$ cat src/rtl/cpu_pipe_pkg.sv
// cpu_pipe_pkg
// Shared definitions for the core's inter-stage pipeline registers:
//   - pipe_state_e : occupancy state of a pipe_stage_reg (EMPTY/ONE/TWO)
//   - payload field offsets/widths for the ID/EX and EX/MEM payloads, so that
//     the producing and consuming stage pack and unpack identically.
// The register-write enable is stored active-high (the inverse of GPRWE_),
// so an all-zero payload is a NOP: no register write, no exception.
package cpu_pipe_pkg;

    typedef enum logic [1:0] {
        ST_EMPTY = 2'd0,
        ST_ONE   = 2'd1,
        ST_TWO   = 2'd2
    } pipe_state_e;

    // ID/EX payload layout
    localparam int IDEX_ALU_OP_LSB = 0;   localparam int IDEX_ALU_OP_W = 5;
    localparam int IDEX_OPA_LSB    = 5;   localparam int IDEX_OPA_W    = 32;
    localparam int IDEX_OPB_LSB    = 37;  localparam int IDEX_OPB_W    = 32;
    localparam int IDEX_MEM_OP_LSB = 69;  localparam int IDEX_MEM_OP_W = 3;
    localparam int IDEX_DST_LSB    = 72;  localparam int IDEX_DST_W    = 5;
    localparam int IDEX_GPRWE_LSB  = 77;  localparam int IDEX_GPRWE_W  = 1;
    localparam int IDEX_EXC_LSB    = 78;  localparam int IDEX_EXC_W    = 4;
    localparam int IDEX_USED_W     = 82;

    // EX/MEM payload layout
    localparam int EXMEM_RESULT_LSB = 0;  localparam int EXMEM_RESULT_W = 32;
    localparam int EXMEM_STDATA_LSB = 32; localparam int EXMEM_STDATA_W = 32;
    localparam int EXMEM_MEM_OP_LSB = 64; localparam int EXMEM_MEM_OP_W = 3;
    localparam int EXMEM_DST_LSB    = 67; localparam int EXMEM_DST_W    = 5;
    localparam int EXMEM_GPRWE_LSB  = 72; localparam int EXMEM_GPRWE_W  = 1;
    localparam int EXMEM_EXC_LSB    = 73; localparam int EXMEM_EXC_W    = 4;
    localparam int EXMEM_USED_W     = 77;

    // Number of held entries for a given occupancy state.
    function automatic logic [1:0] state_count(pipe_state_e st);
        case (st)
            ST_ONE:  return 2'd1;
            ST_TWO:  return 2'd2;
            default: return 2'd0;
        endcase
    endfunction

endpackage

$ cat src/rtl/pipe_entry_reg.sv
// pipe_entry_reg
// One pipeline entry: PC + payload + valid flag, with clear and load enables.
// Clear has priority over load. A cleared (or reset) entry shows PC=0 and
// NOP_PAYLOAD so downstream sees a clean bubble.
// Ports:
//   clk, reset_          clock, asynchronous active-low reset
//   clear_i              invalidate the entry
//   load_i               capture pc_i/payload_i and mark valid
//   pc_i, payload_i      entry to load
//   valid_o, pc_o, payload_o  held entry
module pipe_entry_reg #(
    parameter int                   PC_W        = 30,
    parameter int                   PAYLOAD_W   = 128,
    parameter logic [PAYLOAD_W-1:0] NOP_PAYLOAD = '0
) (
    input  logic                 clk,
    input  logic                 reset_,
    input  logic                 clear_i,
    input  logic                 load_i,
    input  logic [PC_W-1:0]      pc_i,
    input  logic [PAYLOAD_W-1:0] payload_i,
    output logic                 valid_o,
    output logic [PC_W-1:0]      pc_o,
    output logic [PAYLOAD_W-1:0] payload_o
);

    logic                 valid_q;
    logic [PC_W-1:0]      pc_q;
    logic [PAYLOAD_W-1:0] payload_q;

    // NOTE: sequential state uses non-blocking assignments so every register
    // samples pre-edge values regardless of block evaluation order.
    always_ff @(posedge clk or negedge reset_) begin
        if (!reset_) begin
            valid_q   <= 1'b0;
            pc_q      <= '0;
            payload_q <= NOP_PAYLOAD;
        end else if (clear_i) begin
            valid_q   <= 1'b0;
            pc_q      <= '0;
            payload_q <= NOP_PAYLOAD;
        end else if (load_i) begin
            valid_q   <= 1'b1;
            pc_q      <= pc_i;
            payload_q <= payload_i;
        end
    end

    assign valid_o   = valid_q;
    assign pc_o      = pc_q;
    assign payload_o = payload_q;

endmodule

$ cat src/rtl/pipe_stage_reg.sv
// pipe_stage_reg
// Elastic inter-stage pipeline register carrying PC + opaque payload with a
// valid/ready handshake under global Stall/Flush control.
// Priority: reset_ > Stall > Flush > normal transfer.
// Build option PIPE_STAGE_SKID_EN: when defined, a second (skid) entry lets
// InReady come straight from a register (no path from OutReady) and Count
// ranges 0..2. When undefined, a single entry is used, InReady depends
// combinationally on OutReady, and Count[1] is always 0.
// Ports:
//   clk, reset_            clock, asynchronous active-low reset
//   Stall, Flush           global freeze / discard-all
//   InValid, InReady       upstream handshake
//   InPC, InPayload        upstream entry
//   OutValid, OutReady     downstream handshake
//   OutPC, OutPayload      head entry (0 / NOP_PAYLOAD when empty)
//   Count                  number of held entries
module pipe_stage_reg
    import cpu_pipe_pkg::*;
#(
    parameter int                   PC_W        = 30,
    parameter int                   PAYLOAD_W   = 128,
    parameter logic [PAYLOAD_W-1:0] NOP_PAYLOAD = {PAYLOAD_W{1'b0}}
) (
    input  logic                 clk,
    input  logic                 reset_,
    input  logic                 Stall,
    input  logic                 Flush,
    input  logic                 InValid,
    output logic                 InReady,
    input  logic [PC_W-1:0]      InPC,
    input  logic [PAYLOAD_W-1:0] InPayload,
    output logic                 OutValid,
    input  logic                 OutReady,
    output logic [PC_W-1:0]      OutPC,
    output logic [PAYLOAD_W-1:0] OutPayload,
    output logic [1:0]           Count
);

    logic                 accept;
    logic                 consume;
    logic                 main_load;
    logic                 main_clear;
    logic [PC_W-1:0]      main_pc_d;
    logic [PAYLOAD_W-1:0] main_payload_d;

    assign accept  = InValid & InReady;
    assign consume = OutValid & OutReady & ~Stall;

    pipe_entry_reg #(
        .PC_W        (PC_W),
        .PAYLOAD_W   (PAYLOAD_W),
        .NOP_PAYLOAD (NOP_PAYLOAD)
    ) u_main (
        .clk       (clk),
        .reset_    (reset_),
        .clear_i   (main_clear),
        .load_i    (main_load),
        .pc_i      (main_pc_d),
        .payload_i (main_payload_d),
        .valid_o   (OutValid),
        .pc_o      (OutPC),
        .payload_o (OutPayload)
    );

`ifdef PIPE_STAGE_SKID_EN
    pipe_state_e          state_q, state_d;
    logic                 skid_load;
    logic                 skid_clear;
    logic                 skid_valid;
    logic [PC_W-1:0]      skid_pc;
    logic [PAYLOAD_W-1:0] skid_payload;

    pipe_entry_reg #(
        .PC_W        (PC_W),
        .PAYLOAD_W   (PAYLOAD_W),
        .NOP_PAYLOAD (NOP_PAYLOAD)
    ) u_skid (
        .clk       (clk),
        .reset_    (reset_),
        .clear_i   (skid_clear),
        .load_i    (skid_load),
        .pc_i      (InPC),
        .payload_i (InPayload),
        .valid_o   (skid_valid),
        .pc_o      (skid_pc),
        .payload_o (skid_payload)
    );

    // NOTE: every always_comb output gets a default first, so no path through
    // the case/if tree can leave a signal unassigned and infer a latch.
    always_comb begin
        state_d        = state_q;
        main_load      = 1'b0;
        main_clear     = 1'b0;
        main_pc_d      = InPC;
        main_payload_d = InPayload;
        skid_load      = 1'b0;
        skid_clear     = 1'b0;
        if (!Stall) begin
            if (Flush) begin
                main_clear = 1'b1;
                skid_clear = 1'b1;
                state_d    = ST_EMPTY;
            end else begin
                case (state_q)
                    ST_EMPTY: begin
                        if (accept) begin
                            main_load = 1'b1;
                            state_d   = ST_ONE;
                        end
                    end
                    ST_ONE: begin
                        if (accept && !consume) begin
                            skid_load = 1'b1;
                            state_d   = ST_TWO;
                        end else if (accept && consume) begin
                            main_load = 1'b1;
                        end else if (consume) begin
                            main_clear = 1'b1;
                            state_d    = ST_EMPTY;
                        end
                    end
                    ST_TWO: begin
                        // InReady is low in TWO, so only the head can move.
                        if (consume) begin
                            main_load      = 1'b1;
                            main_pc_d      = skid_pc;
                            main_payload_d = skid_payload;
                            skid_clear     = 1'b1;
                            state_d        = ST_ONE;
                        end
                    end
                    default: state_d = ST_EMPTY;
                endcase
            end
        end
    end

    always_ff @(posedge clk or negedge reset_) begin
        if (!reset_) state_q <= ST_EMPTY;
        else         state_q <= state_d;
    end

    // Registered state only: OutReady never reaches InReady.
    assign InReady = reset_ & (state_q != ST_TWO) & ~Stall & ~Flush;
    assign Count   = state_count(state_q);

    // skid_valid mirrors state_q == ST_TWO; kept for debug visibility.
    logic unused_skid_valid;
    assign unused_skid_valid = skid_valid;
`else
    // Single entry: a consumed head may be replaced by a new entry in the same
    // cycle, which keeps full throughput at the cost of a combinational
    // OutReady -> InReady path.
    assign main_pc_d      = InPC;
    assign main_payload_d = InPayload;
    assign main_load      = accept;
    assign main_clear     = (Flush & ~Stall) | (consume & ~accept);

    assign InReady = reset_ & (~OutValid | OutReady) & ~Stall & ~Flush;
    assign Count   = {1'b0, OutValid};
`endif

endmodule

$ cat config.mk
export PLATFORM = sky130hd
export DESIGN_NAME = pipe_stage_reg
export DESIGN_NICKNAME = d
export VERILOG_FILES = /design/src/rtl/cpu_pipe_pkg.sv /design/src/rtl/pipe_entry_reg.sv /design/src/rtl/pipe_stage_reg.sv
export SDC_FILE = /design/constraint.sdc
export NUM_CORES = 1
export LEC_CHECK = 0
export BUFFER_PORTS_ARGS = -buffer_cell sky130_fd_sc_hd__buf_2
export CAP_MARGIN = 20
export CORE_ASPECT_RATIO = 1.75
export CORE_MARGIN = 2
export CORE_UTILIZATION = 30
export CTS_CLUSTER_DIAMETER = 80
export CTS_CLUSTER_SIZE = 16
export DETAILED_ROUTE_END_ITERATION = 8
export GPL_TIMING_DRIVEN = 0
export RECOVER_POWER = 100
export SYNTH_ARGS = -nofsm -noshare
export SYNTH_HDL_FRONTEND = slang
export SYNTH_SLANG_ARGS = --single-unit
$ cat constraint.sdc
create_clock -name clk -period 2.1 [get_ports clk]
set_clock_uncertainty 0.15 [all_clocks]
set_input_delay 0.21 -clock clk [delete_from_list [all_inputs] [get_ports clk]]
set_output_delay 0.21 -clock clk [all_outputs]
set_load 0.01 [all_outputs]
## Yosys cells after proc, flatten, opt, wreduce, memory -nomap -nowiden

Index checks and enable logic that the tools add are counted.

| word-level totals | value |
|---|---|
| output and inout port bits | 162 |
| input bits | 164 |
| word-level logic and storage cells | 24 |
| bits in registers | 159 |

| cells by class | value |
|---|---|
| bitwise operators | 14 |
| reductions and logical operators | 1 |
| mux-type cells | 6 |

Operators with widths:

| cell | number |
|---|---|
| $mux W128 | 2 |
| $mux W30 | 2 |
| $and A1 B1 Y1 | 8 |
| $not A1 Y1 | 4 |
| $mux W1 | 2 |
| $or A1 B1 Y1 | 2 |
| $reduce_bool A2 Y1 | 1 |

## Depth between registers and ports, before layout

Gate-level depths: netlist (run 1).

| logic depth | value |
|---|---|
| depth in word-level cells | 10 |
| gate-level depth with buffers | 6 |
| gate-level depth less buffers | 3 |

## By module

Synthesis (run 1) repeated with hierarchy kept, for this count alone.

| unflattened totals | value |
|---|---|
| cell total of the unflattened synthesis | 523 |
| area total of the unflattened synthesis | 6,521.3 µm² |

By module, submodules not included:

| module | area each (µm²) | sequential area each (µm²) | cells each | instances |
|---|---|---|---|---|
| pipe_entry_reg | 6,458.7 | 3,978.8 | 513 | 1 |
| pipe_stage_reg | 62.6 | 0.0 | 10 | 1 |

## Worst setup path before layout (run 1)

OpenSTA, ideal clock, no wires.

| timing path | value |
|---|---|
| kind | register to register |
| from | reg u_main.valid_q, in the netlist u_main.valid_o |
| to | reg u_main.payload_q[10], in the netlist u_main.payload_o[10] |
| data arrival time | 1.427 ns |
| cell stages (with the launch flop) | 7 |
| path slack | 0.402 ns |
| library setup time | 0.121 ns |
| clock period less this slack | 1.698 ns |
| data required time | 1.829 ns |
| path buffers | 3 |
| cells stage by stage | dfrtp_1 -> nand3b_1 -> a21o_1 -> buf_2 -> buf_2 -> buf_1 -> a22o_1 |

| between the ends | value |
|---|---|
| cells in the longest elaborated chain, start to end | 10 |
| elaborated cells between the ends (all ways) | 13 |
| classes of those cells | 1 x mux; 11 x bitwise; 1 x reduce/logical |

Ends and longest elaborated chain:

| element | line | text |
|---|---|---|
| start, declared | pipe_entry_reg.sv:27 | `logic valid_q;` |
| start signal, assigned | pipe_entry_reg.sv:35 | `valid_q <= 1'b0;` |
| start signal, assigned | pipe_entry_reg.sv:39 | `valid_q <= 1'b0;` |
| start signal, assigned | pipe_entry_reg.sv:43 | `valid_q <= 1'b1;` |
| $not A1 Y1 | pipe_stage_reg.sv:160 | `assign InReady = reset_ & (~OutValid \| OutReady) & ~Stall & ~Flush;` |
| $or A1 B1 Y1 | pipe_stage_reg.sv:160 |  |
| $and A1 B1 Y1 (3 in series) | pipe_stage_reg.sv:160 |  |
| $and A1 B1 Y1 | pipe_stage_reg.sv:46 | `assign accept = InValid & InReady;` |
| $not A1 Y1 | pipe_stage_reg.sv:158 | `assign main_clear = (Flush & ~Stall) \| (consume & ~accept);` |
| $and A1 B1 Y1 | pipe_stage_reg.sv:158 |  |
| $or A1 B1 Y1 | pipe_stage_reg.sv:158 |  |
| $mux W128 or $reduce_bool A2 Y1 (tied branches) | - |  |
| end signal, assigned | pipe_entry_reg.sv:45 | `payload_q <= payload_i;` |
| end, declared | pipe_entry_reg.sv:29 | `logic [PAYLOAD_W-1:0] payload_q;` |

Parallel ways exist; a longest one is shown, timed or not.
A chain may end at the register's enable or synchronous reset.

## Worst setup path in the final report (run 1)

| timing path | value |
|---|---|
| from | reg u_main.valid_q, in the netlist u_main.valid_o |
| to | reg u_main.payload_q[25], in the netlist u_main.payload_o[25] |

Same word-level chain as after synthesis.

==> key figures, run 1 <==
Layout
  – N_diodes: 0
  – Total Nets Final: roughly 1200
  – Proportion of layout cells with a drive suffix above 1: 0.204
  – Final Core Density: 0.484
  – Area grow syn2layout: 59.8%
  – Fillers: around 2100

Routing
  – Detail Route Antenna Nets: 0
  – WL per Instance: about 20 µm
  – Number of vias per cell: between 5 and 6
  – Drt drc: 0
  – Total routed wirelength: between 20000 and 30000 µm
  – Via count: 7381
  – Detailed Routing Iterations Pass 1: 5
  – Iteration-0 DRC Markers: 433

Power
  – Clock Power Share: 0.412
  – Switch Pwr: 2.15 mW
  – Pleak: about 5.0 nW
  – Tot Pwr: 7.89 mW
  – Internal power: 5.75 mW
  – Power per cell area: a little over 700 mW/mm²
  – Sequential Power Share: 0.425
  – Switch share: 0.272
  – Share of total power in combinational logic: 0.163
  – Peak supply drop: between 0.0004 and 0.0005 V

Floorplan
  – DIE AREA: approximately 0.024 mm²
  – Die height: slightly above 200 µm
  – Boundary pin count: 326
  – Floorplan core area: 0.0226 mm²
  – Count of standard-cell rows: 73
  – Chip width: 118 µm
  – Initial core utilization: 0.303

CTS
  – Root Buffer: clkbuf_16
  – H-tree depth: 4
  – CTS clk-pin slew, worst paths: 0.06 ns
  – Clock sink count: 159
  – Worst-skew pair later-pin latency: 0.42 ns
  – CTS tree: done
  – Cts bufs inserted: 17
  – # hold bufs at CTS: 160
  – Clk buf depth: 2

GRT
  – Initial antenna violation count: 4
  – First-pass GRT wire length: 42200 µm
  – Total grt overflow: 0
  – Vias in the first global route: approximately 7700
  – Gr usage total: 0.224
  – Pin count of the biggest net entering global routing: 89

Setup path
  – WS Path Type: register to register
  – CP Launch Type: register
  – WP data arrival: 2.16 ns
  – Crit-path max FO: 10
  – Crit path capture type: register
  – Worst EP required: 2.31 ns

Yosys
  – Top cells by area, synth: dfrtp_1 58%, a22o_1 10%, a22oi_1 8.8%, o31ai_1 8.8%, nand4_1 7.3%
  – Synth async-reset ratio: 1.00
  – YS warnings: 0
  – Distinct cell type count after synthesis: 24
  – Syn Nets: 746
  – Mapped Cells: 582
  – Synth Flop Type: dfrtp_1
  – Fraction of the yosys area taken by sequential cells: 0.583
  – Synth Register Bits: 159
  – Avg Cell Area, Syn: 11.7 µm²
  – Leading area contributor after synthesis: dfrtp_1
  – EDFF count, synth: 0
  – Syn Std Cell Area: 0.00683 mm²
  – Share of the synthesized area in the top cell type: 0.583

Timing
  – RSZ-0062 raised after global routing: no
  – Slew of the pin with the lowest slew margin: 0.979 ns
  – Final slew viol count: 0
  – Fmax: 514 MHz
  – Relative slew slack: 0.347
  – Post-layout min period: 1.94 ns
  – Setup violators final: 0
  – Setup TNS: 0 ns
  – Worst hold slack: -0.461 ns
  – Part of the cycle the worst path needs: 0.926
  – Final hold violations: 86

Outcome
  – Status: finished with violations
  – Failing checks: negative hold slack

Flow run
  – Max cap viols: 0

Placement
  – Routability Congestion: 0.819
  – IO buf count: 324
  – Post-DP HPWL: 18000 µm

Min path
  – Worst min-delay path category: input port to asynchronous set/reset pin
-- metrics by stage --
| step | cell area (µm²) | instances | setup WS, ns |
|---|---|---|---|
| after floorplan | 6830 | 582 | 0.402 |
| after global placement | 8820 | 1206 | -4.18 |
| after detailed placement | 8860 | 1207 | -1.14 |
| after CTS | 11100 | 1397 | 0.0175 |
| after global routing | 10900 | 1397 | 0.00980 |
| final | 10900 | 1397 | 0.155 |
-- final cells by class --
class,count,area [µm²],area share
plain buffers,84,348,0.0319
inverters,1,3.75,0.000344
repair buffers,487,3090,0.284
clock inverters,13,160,0.0147
flip-flops and latches,159,3980,0.365
well taps,300,375,0.0344
multi-input cells,334,2500,0.229
clock buffers,19,453,0.0415
-- cell usage after synthesis (2+ instances only) --
cell type and instances:
nand2b_1 2, nand4_1 80, a22o_1 78, dfrtp_1 159, clkbuf_1 73, nor2_1 2
buf_2 10, buf_4 4, o31ai_1 80, a22oi_1 80
-- layout by cell type (no fill, tap or decap), drive strengths merged --
cell type      n
clkinv         6
nor2           2
and3           1
clkinvlp       2
a21o           1
dfrtp        159
and2           1
o21ai          1
inv            3
nand3b         1
a22o          78
a21oi          1
clkbuf       252
nand4         80
buf          179
bufinv         3
nor3           1
conb           1
dlygate4sd3  159
nand2b         2
nor2b          1
o31ai         80
a31o           1
nand2          1
a22oi         80
or2            1
-- sequential cells by signal, summed over array words and instances (netlist names) --
register          flops
u_main.valid_o        1
u_main.pc_o          30
u_main.payload_o    128
-- worst max-delay path: stages (launching register included) --
cell	delay (ns)
dfrtp_2	0.48
nor2b_1	0.15
clkbuf_4	0.21
nor3_4	0.22
buf_12	0.14
buf_4	0.18
buf_4	0.19
a22o_1	0.15
-- what timing repair did --
item / 4_1_cts / 5_1_grt
cloned: 1 / 0
buffers inserted: 0 / 1
setup endpoints to repair: 160 / 24
hold endpoints to repair: 280 / 86
pin swaps: 1 / 1
gates resized for setup: 8 / 4
-- kinds of logic after synthesis --
| group | count (synthesis) | synth area share |
|---|---|---|
| compound gates | 242 | 0.280 |
| simple gates | 91 | 0.0839 |
| other cells | 1 | 0.000549 |
| flops | 159 | 0.583 |
| buf+inv | 89 | 0.0530 |
-- power by group through the flow --
| stage | combinational [mW] | sequential [mW] | clock (mW) |
|---|---|---|---|
| floorplan | 0.411 | 3.47 | 0 |
| CTS | 1.34 | 3.35 | 3.34 |
| global placement | 1.07 | 3.40 | 0 |
| global route | 1.40 | 3.37 | 3.45 |
| detailed placement | 1.08 | 3.40 | 0 |
| finish | 1.29 | 3.36 | 3.25 |
-- layer usage --
metal / vias to the layer above / GRT usage / wire (µm)
met2: 370 / 0.401 / 14400
met5: - / 0 / 38
li1: 3340 / - / -
met4: 6 / 0.137 / 1530
met1: 3564 / 0.229 / 9610
met3: 101 / 0.0643 / 1800
-- final timing paths --
| kind | slack [ns] | cells past startpoint | startpoint | endpoint |
|---|---|---|---|---|
| setup reg to reg | 0.16 | 7 | u_main.valid_o$_DFFE_PN0P_ | u_main.payload_o[25]$_DFFE_PN0P_ |
| hold / removal | -0.46 | 1 | reset_ | u_main.payload_o[63]$_DFFE_PN0P_ |
| hold reg to reg | 0.35 | 1 | u_main.payload_o[16]$_DFFE_PN0P_ | u_main.payload_o[16]$_DFFE_PN0P_ |
| min in group clk | 0.07 | 4 | Flush | u_main.valid_o$_DFFE_PN0P_ |
| max in group asynchronous | 0.89 | 3 | reset_ | u_main.pc_o[14]$_DFFE_PN0P_ |
| setup / recovery | 0.16 | 7 | u_main.valid_o$_DFFE_PN0P_ | u_main.payload_o[25]$_DFFE_PN0P_ |
Note: power is estimated with default switching activity, not from simulation.
==> run 2, diff against run 1 <==
--- a/config.mk
+++ b/config.mk
@@ -7,13 +7,16 @@
 export LEC_CHECK = 0
 export BUFFER_PORTS_ARGS = -buffer_cell sky130_fd_sc_hd__buf_2
 export CAP_MARGIN = 20
+export CELL_PAD_IN_SITES_DETAIL_PLACEMENT = 1
+export CELL_PAD_IN_SITES_GLOBAL_PLACEMENT = 2
 export CORE_ASPECT_RATIO = 1.75
 export CORE_MARGIN = 2
-export CORE_UTILIZATION = 30
+export CORE_UTILIZATION = 28
 export CTS_CLUSTER_DIAMETER = 80
 export CTS_CLUSTER_SIZE = 16
 export DETAILED_ROUTE_END_ITERATION = 8
 export GPL_TIMING_DRIVEN = 0
+export PLACE_DENSITY_LB_ADDON = 0.1
 export RECOVER_POWER = 100
 export SYNTH_ARGS = -nofsm -noshare
 export SYNTH_HDL_FRONTEND = slang
==> run 2 against run 1 <==
The run now ends clean. Register-to-register slack got worse by 0.07 ns. Flip-flop and latch count unchanged. Largest power group unchanged. Sequential power about the same. Wire length up 14%. Critical path depth unchanged.
==> key figures, run 2 (synthesized netlist as in run 1, its figures left out) <==
Routing
  – Via count: 7520 (+1.9%)
  – Iteration-0 DRC Markers: 286 (-34%)
  – WL per Instance: 22.1 µm (+13%)
  – Total routed wirelength: 31200 µm (+14%)
  – Detail Route Antenna Nets: 0 (unchanged)
  – Drt drc: 0 (unchanged)
  – Detailed Routing Iterations Pass 1: 5 (unchanged)
  – Number of vias per cell: 5.32 (+0.66%)

CTS
  – Clock sink count: 159 (unchanged)
  – Clk buf depth: 2 (unchanged)
  – H-tree depth: 4 (unchanged)
  – Worst-skew pair later-pin latency: 0.44 ns (+0.02 ns)
  – CTS clk-pin slew, worst paths: 0.06 ns (about the same)
  – Cts bufs inserted: 17 (unchanged)
  – Root Buffer: clkbuf_16
  – CTS tree: done

Floorplan
  – Boundary pin count: 326 (unchanged)
  – Floorplan core area: 0.0239 mm² (+6.1%)
  – Die height: 211 µm (+3.4%)
  – Chip width: 122 µm (+3.4%)
  – DIE AREA: 0.0257 mm² (+7.0%)
  – Initial core utilization: 0.285 (-0.0173)
  – Count of standard-cell rows: 75 (+2.7%)

Layout
  – Max FFs per register: 128 (unchanged)
  – Commonest non-fill, non-tap cells in the layout: 225 x clkbuf_1, 176 x buf_2, 162 x dlygate4sd3_1
  – Total Nets Final: 1256 (+0.64%)
  – Most common cell after layout, fill and taps aside: clkbuf_1
  – Area of the multi-input gates: 0.00251 mm² (+0.25%)
  – Area grow syn2layout: 61.1%
  – Final std cells w/o fill: 1414 (+1.2%)
  – Fillers: 2775 (+31%)
  – Register area: 0.00398 mm² (unchanged)
  – Proportion of layout cells with a drive suffix above 1: 0.210 (+0.00576)

Power
  – Clock Power Share: 0.414 (+0.002)
  – Sequential Power Share: 0.420 (-0.005)
  – Peak supply drop: 0.000501 V (+2.9%)
  – Pleak: 5.08 nW (+1.1%)
  – Share of total power in combinational logic: 0.166 (+0.003)
  – Power per cell area: 728 mW/mm² (+0.61%)
  – Switch share: 0.270 (-0.00167)
  – Switch Pwr: 2.16 mW (+0.76%)
  – Internal power: 5.84 mW (+1.6%)

Timing
  – Relative slew slack: 0.136 (-0.211)
  – Final hold violations: 0 (-100%)
  – Post-layout min period: 2.02 ns (+0.0748 ns)
  – Part of the cycle the worst path needs: 0.962 (+0.0356)
  – RSZ-0062 raised after global routing: no
  – Setup violators final: 0 (unchanged)
  – Final slew viol count: 0 (unchanged)
  – Final WS setup: 0.0804 ns (-0.0748 ns)
  – Fmax: 495 MHz (-3.7%)
  – Slew of the pin with the lowest slew margin: 1.30 ns (+0.316 ns)

Setup path
  – Most Frequent Cell on Critical Path: buf_4
  – R2r startpoint: u_main.valid_o$_DFFE_PN0P_
  – CP Launch Type: register
  – WP data arrival: 2.19 ns (+0.03 ns)
  – Crit path capture type: register
  – CP max stage delay: 0.47 ns (about the same)
  – CP Cell Sequence: nor2b_1, buf_2, nor3_4, buf_12, buf_4, buf_4, a22o_1
  – CP bufs+invs: 4 (unchanged)
  – Critical Path Source: u_main.valid_o$_DFFE_PN0P_
  – Slowest stage cell, crit path: dfrtp_2
  – CP top delay family: buffers and inverters
  – Crit-path max FO: 10 (unchanged)
  – WS Path Type: register to register
  – Worst EP required: 2.27 ns (-0.04 ns)

GRT
  – Pin count of the biggest net entering global routing: 58 (-35%)
  – Met2 usage: 0.444 (+0.0435)
  – Vias in the first global route: 8346 (+8.1%)
  – Initial antenna violation count: 1 (-3)
  – Busiest grt layer: met2
  – Routing usage on met1: 0.256 (+0.0270)
  – Total grt overflow: 0 (unchanged)
  – GRT met3 Usage: 0.0587 (-0.00561)
  – First-pass GRT wire length: 47200 µm (+12%)
  – Gr usage total: 0.239 (+0.0153)

Placement
  – IO buf count: 324 (unchanged)
  – Post-DP HPWL: 20500 µm (+14%)
  – Cells after DPL: 1215 (+0.66%)
  – Routability Congestion: 0.842 (+2.8%)
  – Pre-CTS setup slack: -1.18 ns (-0.0359 ns)

Min path
  – Worst min-delay path category: input port to register
  – Hold path startpoint: Flush

Flow run
  – Max cap viols: 0 (unchanged)

Outcome
  – Status: finished, final reports clean
-- run 2: cell types whose count changed in the layout (fill, tap and decap cells not counted), sizes merged --
cell         change
buf              +2
bufbuf           +1
bufinv           +1
clkbuf           +5
clkinv           -3
clkinvlp         +1
diode            +1
dlygate4sd3      +3
inv              -2
-- run 2: path summary, 6_finish.rpt --
path,endpoint,slack [ns],depth (start not counted)
hold / removal,u_main.valid_o$_DFFE_PN0P_,0.05,4
setup / recovery,u_main.payload_o[26]$_DFFE_PN0P_,0.08,7
hold reg to reg,u_main.payload_o[120]$_DFFE_PN0P_,0.35,1
min in group asynchronous,u_main.pc_o[6]$_DFFE_PN0P_,0.40,3
max in group asynchronous,u_main.payload_o[125]$_DFFE_PN0P_,0.22,5
setup reg to reg,u_main.payload_o[26]$_DFFE_PN0P_,0.08,7
-- run 2: worst min-delay path, stage by stage --
cell	delay, ns
buf_2	0.13
nor2_1	0.10
o21ai_0	0.08
nand2b_1	0.07
-- run 2: power groups by stage --
stage	registers (mW)	logic (mW)	clock network [mW]
after CTS	3.35	1.37	3.41
after global placement	3.40	1.07	0
after global routing	3.38	1.45	3.52
after detailed placement	3.40	1.11	0
after floorplan	3.47	0.411	0
final	3.36	1.33	3.31
-- run 2: metal layers --
metal	vias up	wire length, µm
met2	308	16900
met4	0	847
met5	-	0
met3	49	2120
li1	3371	-
met1	3792	11300
-- run 2: metrics by stage --
stage / util / total power [mW] / instance area [µm²] / setup TNS (ns) / hold slack (ns)
after floorplan: - / 3.88 / 6830 / 0 / -0.236
after global placement: 0.369 / 4.47 / 8830 / -947.84 / 0.289
after detailed placement: 0.371 / 4.51 / 8870 / -158.49 / 0.0281
after CTS: 0.467 / 8.13 / 11200 / -0.000455 / -0.503
after global routing: 0.460 / 8.35 / 11000 / 0 / 0.0557
final: 0.460 / 8.00 / 11000 / 0 / 0.0451
-- run 2: repair_timing --
item	in CTS	in global routing
resized for setup	15	5
endpoints found under the hold margin	264	105
cloned	1	0
hold buffers	159	7
endpoints found under the setup margin	160	81
setup buffers	2	0
pin swaps	1	0
-- run 2: cell type report --
type / instances / share of cell area
antenna: 1 / 0.000228
buffer: 85 / 0.0328
tap: 308 / 0.0350
inverter: 1 / 0.000341
sequential: 159 / 0.362
clock buffer: 22 / 0.0413
timing repair buffer: 494 / 0.286
multi-input combinational: 334 / 0.228
clock inverter: 10 / 0.0147
==> run 3, diff against run 2 <==
--- a/config.mk
+++ b/config.mk
@@ -16,6 +16,7 @@
 export CTS_CLUSTER_SIZE = 16
 export DETAILED_ROUTE_END_ITERATION = 8
 export GPL_TIMING_DRIVEN = 0
+export HOLD_SLACK_MARGIN = 0.1
 export PLACE_DENSITY_LB_ADDON = 0.1
 export RECOVER_POWER = 100
 export SYNTH_ARGS = -nofsm -noshare
==> run 3 against run 2 <==
The flow now finishes with violations (negative hold slack). Critical path depth stayed put. Flip-flop and latch count stayed put. Sequential share of layout area is 0.066 points higher. Fmax hardly changed. Utilization is 0.084 points lower. Via count is 0.55% lower. Wire length is 1.6% lower. Die area stayed put. Combinational power hardly changed. Sequential power hardly changed. Global-route usage is 0.057 points higher.
==> key figures, run 3 (synthesized netlist as in run 1, its figures left out) <==
Outcome
  – Status: finished with violations
  – Failing checks: negative hold slack

Timing
  – Worst hold slack: -0.426 ns (-0.471 ns)
  – Slew of the pin with the lowest slew margin: 1.43 ns (+0.136 ns)
  – Final slew viol count: 0 (unchanged)
  – RSZ-0062 raised after global routing: no
  – Post-layout min period: 2.02 ns (+0.00172 ns)
  – Fmax: 495 MHz (about the same)
  – Final hold violations: 105 (+105)
  – Part of the cycle the worst path needs: 0.963 (about the same)
  – Final WS setup: 0.0786 ns (-0.00172 ns)
  – Setup TNS: 0 ns (unchanged)
  – Relative slew slack: 0.0460 (-0.0903)
  – Setup violators final: 0 (unchanged)

CTS
  – H-tree depth: 4 (unchanged)
  – Cts bufs inserted: 17 (unchanged)
  – CTS tree: done
  – Worst-skew pair later-pin latency: 0.44 ns (about the same)
  – Clock sink count: 159 (unchanged)
  – Root Buffer: clkbuf_16
  – CTS clk-pin slew, worst paths: 0.06 ns (about the same)
  – Clk buf depth: 2 (unchanged)

Floorplan
  – Boundary pin count: 326 (unchanged)
  – Initial core utilization: 0.285 (unchanged)
  – DIE AREA: 0.0257 mm² (unchanged)
  – Count of standard-cell rows: 75 (unchanged)
  – Die height: 211 µm (unchanged)
  – Chip width: 122 µm (unchanged)
  – Floorplan core area: 0.0239 mm² (unchanged)

Power
  – Power per cell area: 728 mW/mm² (about the same)
  – Sequential Power Share: 0.421 (about the same)
  – Switch share: 0.270 (-0.000508)
  – Switch Pwr: 2.16 mW (-0.29%)
  – Tot Pwr: 8.00 mW (-0.10%)
  – Internal power: 5.84 mW (about the same)
  – Peak supply drop: 0.000510 V (+1.8%)
  – Clock Power Share: 0.414 (about the same)
  – Pleak: 5.06 nW (-0.40%)
  – Share of total power in combinational logic: 0.165 (about the same)

Routing
  – Iteration-0 DRC Markers: 265 (-7.3%)
  – Uppermost layer routed: met4
  – Detail Route Antenna Nets: 0 (unchanged)
  – Met2 WL: 16500 µm (-2.3%)
  – Number of vias per cell: 5.31 (-0.19%)
  – WL per Instance: 21.8 µm (-1.3%)
  – Drt drc: 0 (unchanged)
  – Total routed wirelength: 30700 µm (-1.6%)
  – Detailed Routing Iterations Pass 1: 6 (+1)
  – WL met1: 11300 µm (-0.54%)
  – Met3 routed wirelength: 2030 µm (-4.5%)
  – Via count: 7479 (-0.55%)

Setup path
  – Crit-path max FO: 10 (unchanged)
  – WS Path Type: register to register
  – Worst EP required: 2.28 ns (about the same)
  – Critical Path Source: u_main.valid_o$_DFFE_PN0P_
  – R2R depth: 7 (unchanged)
  – Crit path capture type: register
  – R2r startpoint: u_main.valid_o$_DFFE_PN0P_
  – WP data arrival: 2.20 ns (about the same)
  – CP Launch Type: register

Placement
  – Post-place instance area: 0.00887 mm² (unchanged)
  – Cells after DPL: 1215 (unchanged)
  – IO buf count: 324 (unchanged)
  – Post-DP HPWL: 20500 µm (unchanged)
  – Routability Congestion: 0.842 (unchanged)
  – Pre-CTS setup slack: -1.18 ns (unchanged)

Layout
  – Total Nets Final: 1251 (-0.40%)
  – Area grow syn2layout: 60.8%
  – Proportion of layout cells with a drive suffix above 1: 0.208 (-0.00177)
  – Post-route cell area: 0.0110 mm² (-0.18%)
  – Final Core Density: 0.459 (-0.000837)
  – Max FFs per register: 128 (unchanged)
  – Most common cell after layout, fill and taps aside: clkbuf_1
  – Commonest non-fill, non-tap cells in the layout: 225 x clkbuf_1, 175 x buf_2, 160 x dlygate4sd3_1
  – Final std cells w/o fill: 1409 (-0.35%)

Flow run
  – Max cap viols: 0 (unchanged)

GRT
  – Gr usage total: 0.240 (+0.000566)
  – Initial antenna violation count: 1 (unchanged)
  – Vias in the first global route: 8368 (+0.26%)
  – Total grt overflow: 0 (unchanged)
  – Pin count of the biggest net entering global routing: 58 (unchanged)
  – First-pass GRT wire length: 47300 µm (+0.25%)

Min path
  – Worst min-delay path category: input port to asynchronous set/reset pin
[run 3: power by group through the flow]
stage               registers, mW  clock network [mW]  logic (mW)
CTS                          3.35                3.41        1.37
detailed placement           3.40                   0        1.11
global route                 3.38                3.52        1.44
floorplan                    3.47                   0       0.411
finish                       3.36                3.31        1.32
global placement             3.40                   0        1.07
[run 3: final timing paths]
path,endpoint,slack (ns)
worst min register to register,u_main.payload_o[22]$_DFFE_PN0P_,0.35
worst min-delay path,u_main.payload_o[16]$_DFFE_PN0P_,-0.43
min in group clk,u_main.payload_o[29]$_DFFE_PN0P_,0.19
worst max register to register,u_main.payload_o[28]$_DFFE_PN0P_,0.08
max in group asynchronous,u_main.valid_o$_DFFE_PN0P_,0.43
worst max-delay path,u_main.payload_o[28]$_DFFE_PN0P_,0.08
[run 3: final cells by class]
class	count	area [µm²]
Sequential cell	159	3980
Fill cell	2764	13000
Buffer	85	360
Clock inverter	10	161
Antenna cell	1	2.50
Multi-Input combinational cell	334	2510
Tap cell	308	385
Inverter	1	3.75
Clock buffer	22	454
Timing Repair Buffer	489	3120
[run 3: worst max-delay path, cell delays in order (launching register included)]
cell and delay [ns]:
dfrtp_2 0.47, nor2b_1 0.15, buf_2 0.29, nor3_4 0.07, buf_12 0.15, buf_4 0.18
buf_4 0.19, a22o_1 0.25
[run 3: what timing repair did]
item | in CTS | in global routing
gates cloned | 1 | 0
resized for setup | 15 | 5
endpoints found under the hold margin | 318 | 121
hold buffers | 160 | 1
buffers inserted | 2 | 0
pin swaps | 1 | 0
endpoints found under the setup margin | 160 | 81
[run 3: per-layer routing]
layer  track usage  vias to the layer above
li1              -                     3362
met1         0.257                     3762
met2         0.444                      303
met3        0.0593                       52
met4        0.0908                        0
met5             0                        -
